--- config.mk ---
export PLATFORM = sky130hd
export DESIGN_NAME = uart_tx_arbiter
export DESIGN_NICKNAME = d
export VERILOG_FILES = /design/src/rtl/uart_tx_arbiter.sv
export SDC_FILE = /design/constraint.sdc
export NUM_CORES = 1
export LEC_CHECK = 0
export BUFFER_PORTS_ARGS = -buffer_cell sky130_fd_sc_hd__buf_2
export CAP_MARGIN = 25
export CORE_MARGIN = 2
export CORE_UTILIZATION = 47
export CTS_BUF_LIST = sky130_fd_sc_hd__clkbuf_2
export CTS_CLUSTER_SIZE = 14
export DETAILED_ROUTE_END_ITERATION = 7
export GPL_ROUTABILITY_DRIVEN = 0
export MAX_ROUTING_LAYER = met4
export PLACE_DENSITY_LB_ADDON = 0.08
export SETUP_SLACK_MARGIN = 0.15
export SLEW_MARGIN = 5
export SYNTH_ARGS = -nofsm -noshare
export SYNTH_HDL_FRONTEND = slang
export SYNTH_SLANG_ARGS = --single-unit
--- constraint.sdc ---
create_clock -name i_clock -period 1.9 [get_ports i_clock]
set_input_delay 0.095 -clock i_clock [delete_from_list [all_inputs] [get_ports i_clock]]
set_output_delay 0.095 -clock i_clock [all_outputs]
set_load 0.05 [all_outputs]
--- src/rtl/uart_tx_arbiter.sv ---
// Two-requester round-robin front end for a single UART transmitter.
// Owns the transmitter from handshake until TX_Done or watchdog expiry.
module uart_tx_arbiter #(
  parameter int CLKS_PER_BIT = 87,
  parameter int TIMEOUT_CLKS = 11 * CLKS_PER_BIT + 16
) (
  input  logic       i_clock,
  input  logic       i_reset_n,
  input  logic       i_req0_valid,
  input  logic [7:0] i_req0_byte,
  output logic       o_req0_ready,
  input  logic       i_req1_valid,
  input  logic [7:0] i_req1_byte,
  output logic       o_req1_ready,
  output logic       o_TX_Start,
  output logic [7:0] o_TX_Byte,
  input  logic       i_TX_Active,
  input  logic       i_TX_Done,
  output logic [1:0] o_grant,
  output logic       o_busy,
  output logic       o_timeout,
  output logic [7:0] o_err_count
);

  localparam int CW = $clog2(TIMEOUT_CLKS + 1);
  localparam logic [CW-1:0] LIMIT = CW'(TIMEOUT_CLKS - 1);

  typedef enum logic [1:0] {
    IDLE,
    LAUNCH,
    WAIT
  } state_t;

  state_t        state;
  logic          last;
  logic [CW-1:0] cnt;
  logic          win;
  logic          fire;

  // win: 0 selects requester 0, 1 selects requester 1
  always_comb begin
    win = 1'b0;
    if (i_req0_valid && i_req1_valid) win = ~last;
    else if (i_req1_valid)            win = 1'b1;
  end

  assign fire = i_reset_n && (state == IDLE) && !i_TX_Active &&
                (i_req0_valid || i_req1_valid);

  assign o_req0_ready = fire && !win;
  assign o_req1_ready = fire && win;
  assign o_busy       = (state != IDLE);

  always_ff @(posedge i_clock) begin
    if (!i_reset_n) begin
      state       <= IDLE;
      last        <= 1'b1;
      cnt         <= '0;
      o_TX_Start  <= 1'b0;
      o_TX_Byte   <= 8'h00;
      o_grant     <= 2'b00;
      o_timeout   <= 1'b0;
      o_err_count <= 8'h00;
    end else begin
      o_TX_Start <= 1'b0;
      o_timeout  <= 1'b0;
      unique case (state)
        IDLE: begin
          if (fire) begin
            o_TX_Byte  <= win ? i_req1_byte : i_req0_byte;
            o_grant    <= win ? 2'b10 : 2'b01;
            o_TX_Start <= 1'b1;
            state      <= LAUNCH;
          end
        end
        LAUNCH: begin
          cnt   <= '0;
          state <= WAIT;
        end
        WAIT: begin
          // done beats a coincident watchdog expiry
          if (i_TX_Done) begin
            last    <= o_grant[1];
            o_grant <= 2'b00;
            state   <= IDLE;
          end else if (cnt == LIMIT) begin
            o_timeout <= 1'b1;
            if (o_err_count != 8'hFF)
              o_err_count <= o_err_count + 8'h01;
            last    <= o_grant[1];
            o_grant <= 2'b00;
            state   <= IDLE;
          end else begin
            cnt <= cnt + 1'b1;
          end
        end
        default: state <= IDLE;
      endcase
    end
  end

endmodule

==> results of run 1 <==
==> per-layer routing <==
metal  routed length, um  track usage (%)  part of all wire [%]  up-vias
li1                    -                -                     -      794
met1                1760             28.8                    44      782
met2                1950             37.6                    49       57
met3                 219             6.72                   5.5        6
met4                  54             9.12                   1.4        0
met5                   0                -                     0        -
==> per-stage QoR <==
stage,worst slack (ps),hold WS (ps),utilization (%),instances
2_1_floorplan,165,288,-,177
3_3_place_gp,133,408,60.2,264
3_5_place_dp,52.3,424,60.2,264
4_1_cts,143,2.91,67.9,286
5_1_grt,76.4,20.7,69.2,287
6_report,149,17.2,69.2,287
==> layout make-up <==
type                       instances  area, um^2  area share (%)
timing repair buffer              65         408            19.0
sequential                        33         678            31.6
clock inverter                     3        65.1            3.03
tap                               44        55.1            2.56
clock buffer                       5        25.0            1.16
multi-input combinational        127         880            40.9
inverter                          10        37.5            1.75
==> worst max-delay path, cell delays in order, from the launching register on <==
cell and delay [ps]:
sky130_fd_sc_hd__dfxtp_2 390, sky130_fd_sc_hd__or3b_4 400, sky130_fd_sc_hd__nand4b_2 290, sky130_fd_sc_hd__buf_4 200, sky130_fd_sc_hd__o31ai_1 260, sky130_fd_sc_hd__a21oi_1 100
==> sequential cells by signal (all words and copies together) (netlist names) <==
name and count:
o_TX_Start 1, o_TX_Byte 8, last 1, cnt 10, o_timeout 1, state 2, o_err_count 8, o_grant 2
==> timing repair <==
item / 4_1_cts / 5_1_grt
resized for setup: 9 / 10
pin swaps: 0 / 1
endpoints found under the setup margin: 8 / 16
hold buffers: 7 / 0
endpoints found under the hold margin: 4 / 0
gates cloned: 1 / 0
setup buffers: 6 / 1
==> cells by family after synthesis <==
| group | count (synthesis) |
|---|---|
| multiplexers | 9 |
| AND/OR/NAND/NOR | 63 |
| adder cells (fa/ha/maj) | 3 |
| flip-flops | 33 |
| AO/OA/AOI/OAI | 50 |
| XOR/XNOR | 1 |
| buffers and inverters | 18 |
==> cell usage after synthesis (2+ instances only) <==
| cell type | n | area [um^2] |
|---|---|---|
| sky130_fd_sc_hd__nor3_1 | 3 | 15.0 |
| sky130_fd_sc_hd__nand3_1 | 11 | 55.1 |
| sky130_fd_sc_hd__nor4_1 | 2 | 12.5 |
| sky130_fd_sc_hd__ha_1 | 3 | 37.5 |
| sky130_fd_sc_hd__a31oi_1 | 3 | 18.8 |
| sky130_fd_sc_hd__inv_1 | 9 | 33.8 |
| sky130_fd_sc_hd__a21oi_1 | 11 | 55.1 |
| sky130_fd_sc_hd__buf_2 | 2 | 10.0 |
| sky130_fd_sc_hd__nand2_1 | 8 | 30.0 |
| sky130_fd_sc_hd__or4_1 | 4 | 30.0 |
| sky130_fd_sc_hd__o31ai_1 | 5 | 37.5 |
| sky130_fd_sc_hd__o21ai_0 | 9 | 45.0 |
| sky130_fd_sc_hd__or2_2 | 2 | 12.5 |
| sky130_fd_sc_hd__o41ai_1 | 2 | 17.5 |
| sky130_fd_sc_hd__nor2_1 | 16 | 60.1 |
| sky130_fd_sc_hd__nand4_1 | 2 | 12.5 |
| sky130_fd_sc_hd__a211oi_1 | 8 | 60.1 |
| sky130_fd_sc_hd__nor2b_1 | 2 | 12.5 |
| sky130_fd_sc_hd__or3_1 | 2 | 12.5 |
| sky130_fd_sc_hd__nand2b_1 | 3 | 18.8 |
| sky130_fd_sc_hd__dfxtp_1 | 33 | 661 |
| sky130_fd_sc_hd__mux2i_1 | 9 | 90.1 |
| sky130_fd_sc_hd__clkbuf_1 | 5 | 18.8 |
| sky130_fd_sc_hd__o31a_1 | 2 | 17.5 |
| sky130_fd_sc_hd__and2_1 | 2 | 12.5 |
==> worst max path at each step <==
stage / slack [ps] / endpoint / start / depth (start not counted)
floorplan: 160 / o_err_count[2]$_SDFFE_PN0P_ / state[0]$_SDFFE_PN0P_ / 6
global placement: 130 / o_err_count[4]$_SDFFE_PN0P_ / cnt[0]$_SDFFE_PN0P_ / 6
detailed placement: 50 / o_err_count[4]$_SDFFE_PN0P_ / cnt[0]$_SDFFE_PN0P_ / 6
CTS: 140 / cnt[4]$_SDFFE_PN0P_ / state[1]$_SDFFE_PN0P_ / 5
global route: 80 / o_err_count[5]$_SDFFE_PN0P_ / state[1]$_SDFFE_PN0P_ / 5
finish: 150 / o_err_count[5]$_SDFFE_PN0P_ / state[1]$_SDFFE_PN0P_ / 5
==> power by group through the flow <==
stage	registers [W]	logic, W	clock network, W
after floorplan	0.000789	0.0000820	0
after global placement	0.000734	0.000195	0
after detailed placement	0.000735	0.000199	0
after CTS	0.000721	0.000218	0.000622
after global routing	0.000724	0.000238	0.000651
final	0.000721	0.000222	0.000615
==> results summary, run 1 <==
The ratio of cells with drive above 1 in the final layout came out at 38.7%. The number of antenna violations at the first check in global routing came out at 0. The post-place instance area is 1870 um^2. The worst hold path begins at i_req0_byte[1]. The cell area after technology mapping came out at 1560 um^2. The Yosys step of the flow raised 0 warnings. The capture endpoint of the worst hold path is o_TX_Byte[1]$_SDFFE_PN0P_. The clock insertion delay at the later pin of the skew report is 400 ps. The share of total power dissipated in the clock network is 39.5%. The net count reported at finish came out at 267. The number of setup violations in the final report is 0. Of the total synthesized cell area, the portion taken by AND, OR, NAND and NOR gates is 22.7%. The all-layer global routing usage came out at 23.9%. The net switching power figure is 0.000414 W. Counting flops with an async set or reset pin after synthesis yields a share of 0%. The tightest min-delay check is of the in -> reg type.

Per report_power, the combinational group accounts for 14.2% of the total. CTS placed an instance of sky130_fd_sc_hd__clkbuf_2 at the clock tree root. The final layout contains routed wiring with a total length of 3990 um. The layout overhead on the synthesized area came out at 37.8%. The total DRC errors in the routed layout came out at 0.

Measured in cells, the most critical reg-to-reg path has a length of 5. The global-route wire length before repair is 6460 um. The first routing iteration left 122 violations. In this run the critical register-to-register path is captured at o_err_count[5]$_SDFFE_PN0P_. In the synthesized netlist the dominant register cell turns out to be sky130_fd_sc_hd__dfxtp_1. The internal cell power came out at 0.00114 W. In the routed layout, each cell is associated on average with a via count of 5.71. The adder-cell share of the synthesized area came out at 2.41%. STA classifies the critical path startpoint as a register. The ratio of final minimum period to clock period is 92.2%. The fraction of power spent switching nets came out at 26.6%. The number of global-route vias before repair was 1477. The worst path required time came out at 2200 ps. The repair_antennas step left the layout with diodes totalling 0. The minimum clock period is 1750 ps. Summed over all layers, the global routing overflow is 0. After floorplanning, the core was divided into 20 placement rows. The tree built by TritonCTS fans out to 33 sinks. In this run, synthesis inferred 0 flip-flops with an integrated enable. The max-slew headroom at the worst pin is 71.6%.

The mean area per synthesized cell came out at 8.81 um^2. The part of the total power dissipated in sequential elements came out at 46.3%. The data arrival at the endpoint of the critical path is 2050 ps.

The core area came out at 3100 um^2. The design draws 0.00156 W. Port buffering added 44 buffers.

The number of nets in the synthesized netlist came out at 202. The most common cell after layout, fill and taps aside is sky130_fd_sc_hd__buf_2. After synthesis the netlist holds a flip-flop and latch count of 33. After synthesis, the share of cell area in mux cells is 5.78%. For the pin with the worst max-slew slack, the measured transition is 426 ps. For flop-to-flop paths, the worst setup slack is 150 ps.

Setup repair after global routing could not meet its margin everywhere. The die extent in y came out at 61.6 um. The worst register-to-register path begins at state[1]$_SDFFE_PN0P_. The initial core utilization is 50.2%.

The maximum fanout count along the critical path is 5. After synthesis, the largest family of logic cells by area is simple AND/OR/NAND/NOR gates. Leaving out fill and tap cells, the most frequent cells in the layout are 42 x sky130_fd_sc_hd__buf_2, 23 x sky130_fd_sc_hd__dfxtp_1, 15 x sky130_fd_sc_hd__nor2_1. The depth of the CTS H-tree came out at 2.

The total CTS buffers is 5. The wire length per cell came out at 13.9 um. The maximum vdd ir drop is 0.505 mV.

The total I/O pin count is 45. Detailed placement finished with a half-perimeter wire length of 2550 um. The final number of hold-violating endpoints came to 0.

The highest clock rate came out at 571 MHz. The final standard cell area without fillers is 2150 um^2. The vias after detailed routing is 1639. The number of filler instances in the final layout came out at 277.

The number of cells on the worst hold path is 3. The worst setup skew after layout came out at 6.77 ps. The remaining number of nets flagged by the antenna check after routing is 0. Summing the sequential cell areas from Yosys gives 42.4% of the chip area. The die area is 3790 um^2. Summed over all failing endpoints, the final setup total negative slack is 0 ps. The flow ran to the end, and the final reports show no timing, DRC or antenna violations. After technology mapping, the gate count stands at 177. Entering global routing, the biggest net connects 20 pins. The number of max-cap violations came out at 0. The path type of the worst setup path is reg -> reg. The share of the synthesized netlist area taken by xor and xnor gates came out at 0.562%.

The static leakage came out at 0.900 nW. TritonCTS built the clock tree. The unique cell type count in the Yosys netlist is 44. The number of iterations in the first detailed-routing pass is 4. The maximum clock insertion buffer count is 2. The endpoint kind of the worst setup timing path is a register.

After clock tree synthesis, the clock-pin slew on the worst setup and hold paths is 180 ps. The width of the chip is 61.6 um. The power per standard cell area is 725 nW/um^2.

The compound-cell area share of the yosys netlist came out at 21.7%. The max-slew violation count came out at 0.
Note: power is estimated with default switching activity, not from simulation.
==> run 2, diff against run 1 <==
CORE_UTILIZATION = 53   (was 47)
==> results summary, run 2 (same netlist as run 1, synthesis figures left out) <==
The die extent in y came out at 58.2 um (was 61.6 um). The endpoint kind of the worst setup timing path is a register (unchanged). The worst reg2reg path endpoint is o_err_count[4]$_SDFFE_PN0P_ (was o_err_count[5]$_SDFFE_PN0P_). The minimum clock period is 1770 ps (was 1750 ps). The max-slew headroom at the worst pin is 69.1% (was 71.6%). The static leakage came out at 0.862 nW (was 0.900 nW). The number of antenna violations at the first check in global routing is 0 (unchanged).

The highest clock rate came out at 565 MHz (was 571 MHz). The violation count after the first detailed-route iteration came out at 84 (was 122). The width of the chip was 58.2 um (was 61.6 um). The total number of clock tree sinks came out at 33 (unchanged). The launching instance or port of the critical path was state[1]$_SDFFE_PN0P_ (unchanged).

The final wirelength is 3870 um (was 3990 um). The max-slew violation count is 0 (unchanged). The path type of the worst setup path is reg -> reg (unchanged). The residual overflow from global routing is 0 (unchanged). The depth of the CTS H-tree came to 2 (unchanged).

The total I/O pin count came out at 45 (unchanged). The power per standard cell area came out at 614 nW/um^2 (was 725 nW/um^2). The post-layout worst setup margin is 129 ps (was 149 ps).

The wire length per cell came to 14.5 um (was 13.9 um). The total CTS buffers came out at 5 (unchanged). The critical path's slowest cell is sky130_fd_sc_hd__or4_4 (was sky130_fd_sc_hd__or3b_4).

The total half-perimeter wirelength after legalization and detailed placement came out at 2700 um (was 2550 um). The number of iterations in the first detailed-routing pass came to 4 (unchanged). The count of standard-cell rows is 19 (was 20).

The critical path's largest stage delay came out at 410 ps (was 400 ps). The worst setup skew after layout came to 12.0 ps (was 6.77 ps). The post-place setup slack is 16.6 ps (was 52.3 ps).

The number of cells after detailed placement came out at 250 (was 264). Regs by FF count: cnt (10), o_TX_Byte (8), o_err_count (8) (unchanged). The worst path required time came out at 2210 ps (was 2200 ps). The number of setup violations in the final report is 0 (unchanged).

The pin count of the biggest net entering global routing is 20 (unchanged). The length in cells of the worst reg-to-reg path came out at 5 (unchanged). The kind of start point of the critical path was a register (unchanged). The launch point of the worst reg-to-reg path is state[1]$_SDFFE_PN0P_ (unchanged).

The total DRC errors in the routed layout came out at 0 (unchanged). The clock-pin slew reported for the worst setup and hold paths after clock tree synthesis is 160 ps (was 180 ps). The maximum clock insertion buffer count came to 2 (unchanged). The diode insertion count for antenna repair is 0 (unchanged). The non-filler instance count after layout came out at 267 (was 287).

The global-route wire length before repair came out at 5860 um (was 6460 um). The final number of hold-violating endpoints came out at 0 (unchanged). The number of max-cap violations is 0 (unchanged).

The combined flip-flop and latch cell area came out at 681 um^2 (was 678 um^2). The final standard cell area without fillers is 2050 um^2 (was 2150 um^2). The core area came out at 2780 um^2 (was 3100 um^2). The all-layer global routing usage is 23.0% (was 23.9%). The ratio of final minimum period to clock period came out at 93.2% (was 92.2%). The data arrival at the endpoint of the critical path came out at 2080 ps (was 2050 ps). The actual slew at the worst max-slew pin is 463 ps (was 426 ps).

Most frequent cells in the layout: 43 x sky130_fd_sc_hd__buf_2, 23 x sky130_fd_sc_hd__dfxtp_1, 15 x sky130_fd_sc_hd__nor2_1 (was 42 x sky130_fd_sc_hd__buf_2, 23 x sky130_fd_sc_hd__dfxtp_1, 15 x sky130_fd_sc_hd__nor2_1). The net count reported at finish came out at 260 (was 267). The CTS tree is done (unchanged). The worst reg-to-reg setup slack came out at 130 ps (was 150 ps).

The maximum vdd ir drop came to 0.627 mV (was 0.505 mV). The cell at the root of the clock tree is sky130_fd_sc_hd__clkbuf_2 (unchanged). The number of filler instances in the final layout came out at 208 (was 277). The setup TNS came out at 0 ps (unchanged).

The detailed-route vias per instance is 5.88 (was 5.71). RSZ-0062 raised after global routing: yes (unchanged). The clock insertion delay at the later pin of the skew report came to 360 ps (was 400 ps). The remaining number of nets flagged by the antenna check after routing is 0 (unchanged).

The area of combinational cells with multiple inputs is 911 um^2 (was 880 um^2). The most common cell after layout, fill and taps aside is sky130_fd_sc_hd__buf_2 (unchanged). The die area came to 3390 um^2 (was 3790 um^2).

Chain of cells forming the critical path: or3b_4 > nand4b_4 > buf_4 > or4_4 > a21oi_2 (was or3b_4 > nand4b_2 > buf_4 > o31ai_1 > a21oi_1). The initial core utilization came to 56.1% (was 50.2%). The flip-flop count of the largest register after layout is 10 (unchanged).

The vias after detailed routing is 1570 (was 1639). The worst setup path endpoint was o_err_count[4]$_SDFFE_PN0P_ (was o_err_count[5]$_SDFFE_PN0P_). The number of global-route vias before repair is 1401 (was 1477). The hold-fix buffer count after cts is 0 (was 7). The worst hold path class was in -> reg (unchanged).

The ratio of cells with drive above 1 in the final layout came out at 42.4% (was 38.7%). The count of buffers from port buffering is 44 (unchanged). Status: finished clean (unchanged). The register bank with the most flops is cnt (unchanged). The worst-case hold slack came out at 56.2 ps (was 17.2 ps). The maximum fanout count along the critical path is 5 (unchanged). The post-place instance area is 1840 um^2 (was 1870 um^2). The layout overhead on the synthesized area was 31.2% (was 37.8%).
[run 2: cell count changes in the layout (fill, tap and decap cells not counted), moves of 2 or more]
| cell | change |
|---|---|
| sky130_fd_sc_hd__a21oi_1 | -3 |
| sky130_fd_sc_hd__or4_1 | -3 |
| sky130_fd_sc_hd__clkbuf_2 | +3 |
| sky130_fd_sc_hd__o31ai_2 | +2 |
| sky130_fd_sc_hd__bufinv_16 | -2 |
| sky130_fd_sc_hd__a21oi_2 | +3 |
| sky130_fd_sc_hd__o31ai_1 | -2 |
| sky130_fd_sc_hd__dlygate4sd3_1 | -7 |
| sky130_fd_sc_hd__or4_4 | +3 |
[run 2: repair_timing]
| action | 4_1_cts | 5_1_grt |
|---|---|---|
| setup endpoints to repair | 9 | 12 |
| resized for setup | 5 | 22 |
| setup buffers | 4 | 4 |
| pin swaps | 0 | 10 |
| gates cloned | 0 | 1 |
[run 2: layout make-up]
type	instances	share of cell area, %
clock buffers	8	1.96
inverters	10	1.96
multi-input cells	127	44.5
flip-flops and latches	33	33.3
well taps	31	1.90
repair buffers	58	16.4
[run 2: routing by layer]
metal  global-route usage [%]  up-vias  part of all wire, %
met5                        -        -                    0
met1                     26.2      741                   42
met4                     7.64        0                 0.96
li1                         -      779                    -
met3                     6.25        6                  4.6
met2                     39.0       44                   52
[run 2: worst min-delay path by stage]
stage,slack (ps),endpoint,from,cells after the start
finish,60,o_TX_Byte[2]$_SDFFE_PN0P_,i_req0_byte[2],3
detailed placement,440,o_TX_Start$_SDFF_PP0_,i_req0_valid,3
CTS,30,o_TX_Byte[2]$_SDFFE_PN0P_,i_req0_byte[2],3
floorplan,290,o_TX_Start$_SDFF_PP0_,i_req0_valid,2
global placement,410,o_TX_Start$_SDFF_PP0_,i_req0_valid,3
global route,20,o_TX_Byte[2]$_SDFFE_PN0P_,i_req0_byte[2],3
[run 2: power by group]
part           switching, W  internal, W
Clock              0.000218     0.000109
Combinational      0.000138    0.0000710
Sequential        0.0000121     0.000708
Total              0.000368     0.000888
[run 2: metrics by stage]
step	util (%)	power, W
finish	73.5	0.00126
CTS	69.1	0.00126
detailed placement	66.3	0.000936
global placement	66.3	0.000928
global route	73.5	0.00132
floorplan	-	0.000871
[run 2: worst max-delay path: cells and delay by family (launching register included)]
family                 cells  cell delay, ps
AO/OA/AOI/OAI              1             130
buffers and inverters      1             170
flip-flops                 1             390
AND/OR/NAND/NOR            3            1040
==> run 3, diff against run 2 <==
--- a/constraint.sdc
+++ b/constraint.sdc
@@ -3,2 +3,2 @@
 set_output_delay 0.095 -clock i_clock [all_outputs]
-set_load 0.05 [all_outputs]
+set_load 0.005 [all_outputs]
==> results summary, run 3 (same netlist as run 1, synthesis figures left out) <==
Status: finished clean (unchanged). The maximum clock insertion buffer count came out at 2 (unchanged). The net count reported at finish came out at 265 (was 260). The diode insertion count for antenna repair is 0 (unchanged). The flip-flop count of the largest register after layout came to 10 (unchanged). The number of setup violations in the final report was 0 (unchanged).

The critical path's largest stage delay came out at 400 ps (was 410 ps). The core area is 2780 um^2 (unchanged). The depth of the CTS H-tree is 2 (unchanged). The largest delay contributor family on the critical path was simple AND/OR/NAND/NOR gates (unchanged).

The vias after detailed routing came out at 1587 (was 1570). The worst reg-to-reg setup slack is 130 ps (about the same). The max-slew headroom at the worst pin came to 78.9% (was 69.1%).

The length in cells of the worst reg-to-reg path came to 6 (was 5). Most frequent cells in the layout: 44 x sky130_fd_sc_hd__buf_2, 27 x sky130_fd_sc_hd__dfxtp_1, 16 x sky130_fd_sc_hd__nor2_1 (was 43 x sky130_fd_sc_hd__buf_2, 23 x sky130_fd_sc_hd__dfxtp_1, 15 x sky130_fd_sc_hd__nor2_1). The critical path's slowest cell was sky130_fd_sc_hd__dfxtp_4 (was sky130_fd_sc_hd__or4_4). The ratio of final minimum period to clock period came out at 93.3% (was 93.2%).

The max-slew violation count is 0 (unchanged). The cell at the root of the clock tree is sky130_fd_sc_hd__clkbuf_2 (unchanged). The number of global-route vias before repair is 1373 (was 1401). The violation count after the first detailed-route iteration is 104 (was 84). The number of max-cap violations came out at 0 (unchanged).

The final number of hold-violating endpoints is 0 (unchanged). The all-layer global routing usage is 23.8% (was 23.0%). The maximum fanout count along the critical path is 7 (was 5). The detailed-routed wire length on met2 came out at 2140 um (was 2030 um).

The remaining number of nets flagged by the antenna check after routing came out at 0 (unchanged). The residual overflow from global routing came to 0 (unchanged). The post-place setup slack came to 67.2 ps (was 16.6 ps). The number of antenna violations at the first check in global routing is 0 (unchanged).

The worst setup path endpoint was cnt[2]$_SDFFE_PN0P_ (was o_err_count[4]$_SDFFE_PN0P_). The highest clock rate came to 564 MHz (was 565 MHz). The data arrival at the endpoint of the critical path is 2060 ps (was 2080 ps). The final standard cell area without fillers is 2100 um^2 (was 2050 um^2). The clock-pin slew reported for the worst setup and hold paths after clock tree synthesis was 150 ps (was 160 ps). The minimum clock period came out at 1770 ps (about the same).

The total CTS buffers came out at 5 (unchanged). The cell depth of the worst setup path came to 6 (was 5). The worst hold path class is in -> reg (unchanged). The buffering stage count on the worst path with inverters included was 2 (was 1). The met1 layer wirelength in the final routing is 1720 um (was 1630 um). Chain of cells forming the critical path: or3b_4 > buf_4 > a311oi_2 > buf_4 > nand2b_1 > a31oi_1 (was or3b_4 > nand4b_4 > buf_4 > or4_4 > a21oi_2). The total number of clock tree sinks is 33 (unchanged). The layout overhead on the synthesized area came out at 34.6% (was 31.2%). The maximum vdd ir drop is 0.466 mV (was 0.627 mV). The final wirelength is 4160 um (was 3870 um). The total DRC errors in the routed layout is 0 (unchanged). The clock insertion delay at the later pin of the skew report was 360 ps (about the same). The worst path required time is 2180 ps (was 2210 ps). The endpoint kind of the worst setup timing path is a register (unchanged). The routed length on met3 was 221 um (was 179 um). The launching instance or port of the critical path is state[1]$_SDFFE_PN0P_ (unchanged).

The utilization after layout is 75.4% (was 73.5%). The detailed-route vias per instance came out at 5.86 (was 5.88). The CTS tree is done (unchanged).

The setup TNS came out at 0 ps (unchanged). The wire length per cell was 15.4 um (was 14.5 um). Regs by FF count: cnt (10), o_TX_Byte (8), o_err_count (8) (unchanged).

The pin count of the biggest net entering global routing is 20 (unchanged). The post-place instance area is 1840 um^2 (about the same). The total I/O pin count came out at 45 (unchanged). The count of standard-cell rows is 19 (unchanged). The number of iterations in the first detailed-routing pass is 4 (unchanged). The worst reg2reg path endpoint is cnt[2]$_SDFFE_PN0P_ (was o_err_count[4]$_SDFFE_PN0P_). The highest routing layer actually used is met4 (unchanged). The register bank with the most flops is cnt (unchanged).

The global-route wire length before repair was 6050 um (was 5860 um). The path type of the worst setup path was reg -> reg (unchanged). The actual slew at the worst max-slew pin is 312 ps (was 463 ps).

The worst setup skew after layout is 9.69 ps (was 12.0 ps). The launch point of the worst reg-to-reg path is state[1]$_SDFFE_PN0P_ (unchanged). RSZ-0062 raised after global routing: yes (unchanged). The most frequent cell on the critical path is sky130_fd_sc_hd__buf_4. The kind of start point of the critical path is a register (unchanged).

The die area came out at 3390 um^2 (unchanged). The launch instance of the worst min-delay path is i_req0_byte[1] (was i_req0_byte[2]). The ratio of cells with drive above 1 in the final layout is 41.7% (was 42.4%). The power per standard cell area came out at 563 nW/um^2 (was 614 nW/um^2). The static leakage was 0.882 nW (was 0.862 nW).

The width of the chip came out at 58.2 um (unchanged). The initial core utilization came out at 56.1% (unchanged). The die extent in y is 58.2 um (unchanged).

The number of filler instances in the final layout came out at 203 (was 208). The most common cell after layout, fill and taps aside is sky130_fd_sc_hd__buf_2 (unchanged). The post-layout worst setup margin is 127 ps (was 129 ps). The total half-perimeter wirelength after legalization and detailed placement is 2600 um (was 2700 um). The count of buffers from port buffering came out at 44 (unchanged).
## run 3: cell count changes in the layout (fill, tap and decap cells not counted), moves of 2 or more
| cell | change |
|---|---|
| sky130_fd_sc_hd__o31ai_1 | +2 |
| sky130_fd_sc_hd__dfxtp_1 | +4 |
| sky130_fd_sc_hd__buf_4 | +2 |
| sky130_fd_sc_hd__o31ai_2 | -2 |
| sky130_fd_sc_hd__or3_1 | -2 |
| sky130_fd_sc_hd__or3_4 | +2 |
| sky130_fd_sc_hd__dfxtp_2 | -3 |
| sky130_fd_sc_hd__dlygate4sd3_1 | +3 |
| sky130_fd_sc_hd__clkbuf_2 | -2 |
## run 3: worst min path at each step
| stage | slack, ps | endpoint | cells after the start |
|---|---|---|---|
| after floorplan | 290 | o_TX_Start$_SDFF_PP0_ | 2 |
| after global placement | 430 | o_TX_Byte[7]$_SDFFE_PN0P_ | 3 |
| after detailed placement | 440 | o_TX_Byte[3]$_SDFFE_PN0P_ | 3 |
| after CTS | 10 | state[0]$_SDFFE_PN0P_ | 3 |
| after global routing | 10 | o_TX_Byte[4]$_SDFFE_PN0P_ | 3 |
| final | 50 | o_TX_Byte[1]$_SDFFE_PN0P_ | 3 |
## run 3: what timing repair did
item,CTS,global route
hold buffers,2,1
gates resized for setup,5,29
endpoints found under the setup margin,6,16
endpoints found under the hold margin,1,1
gates cloned,0,1
buffers inserted,2,7
pin swaps,0,8
## run 3: final cells by class
cell class	instances	area (um^2)	share of cell area, %
well taps	31	38.8	1.85
repair buffers	63	374	17.8
multi-input cells	127	938	44.7
flip-flops and latches	33	673	32.1
clock buffers	6	30.0	1.43
clock inverters	1	3.75	0.179
inverters	10	40.0	1.91
## run 3: routing by layer
layer  GRT usage [%]  vias to the layer above
met4            7.31                        0
li1                -                      782
met5               -                        -
met2            39.3                       58
met1            27.2                      739
met3            8.26                        8
## run 3: metrics by stage
| step | total power [W] | cells | hold WS (ps) |
|---|---|---|---|
| 2_1_floorplan | 0.000808 | 177 | 288 |
| 3_3_place_gp | 0.000863 | 251 | 429 |
| 3_5_place_dp | 0.000869 | 251 | 445 |
| 4_1_cts | 0.00118 | 262 | 10.2 |
| 5_1_grt | 0.00124 | 271 | 10.7 |
| 6_report | 0.00118 | 271 | 52.7 |
## run 3: worst register-to-register path, cell delays in order (launching register included)
cell                       delay (ps)
sky130_fd_sc_hd__dfxtp_4          400
sky130_fd_sc_hd__or3b_4           400
sky130_fd_sc_hd__buf_4            170
sky130_fd_sc_hd__a311oi_2         230
sky130_fd_sc_hd__buf_4            190
sky130_fd_sc_hd__nand2b_1          80
sky130_fd_sc_hd__a31oi_1          230
## run 3: power breakdown
group | internal (W) | leakage, nW | switching, W
sequential | 0.000711 | 0.271 | 0.0000125
combinational | 0.0000780 | 0.585 | 0.0000759
clock | 0.0000859 | 0.0265 | 0.000218
total | 0.000874 | 0.882 | 0.000307
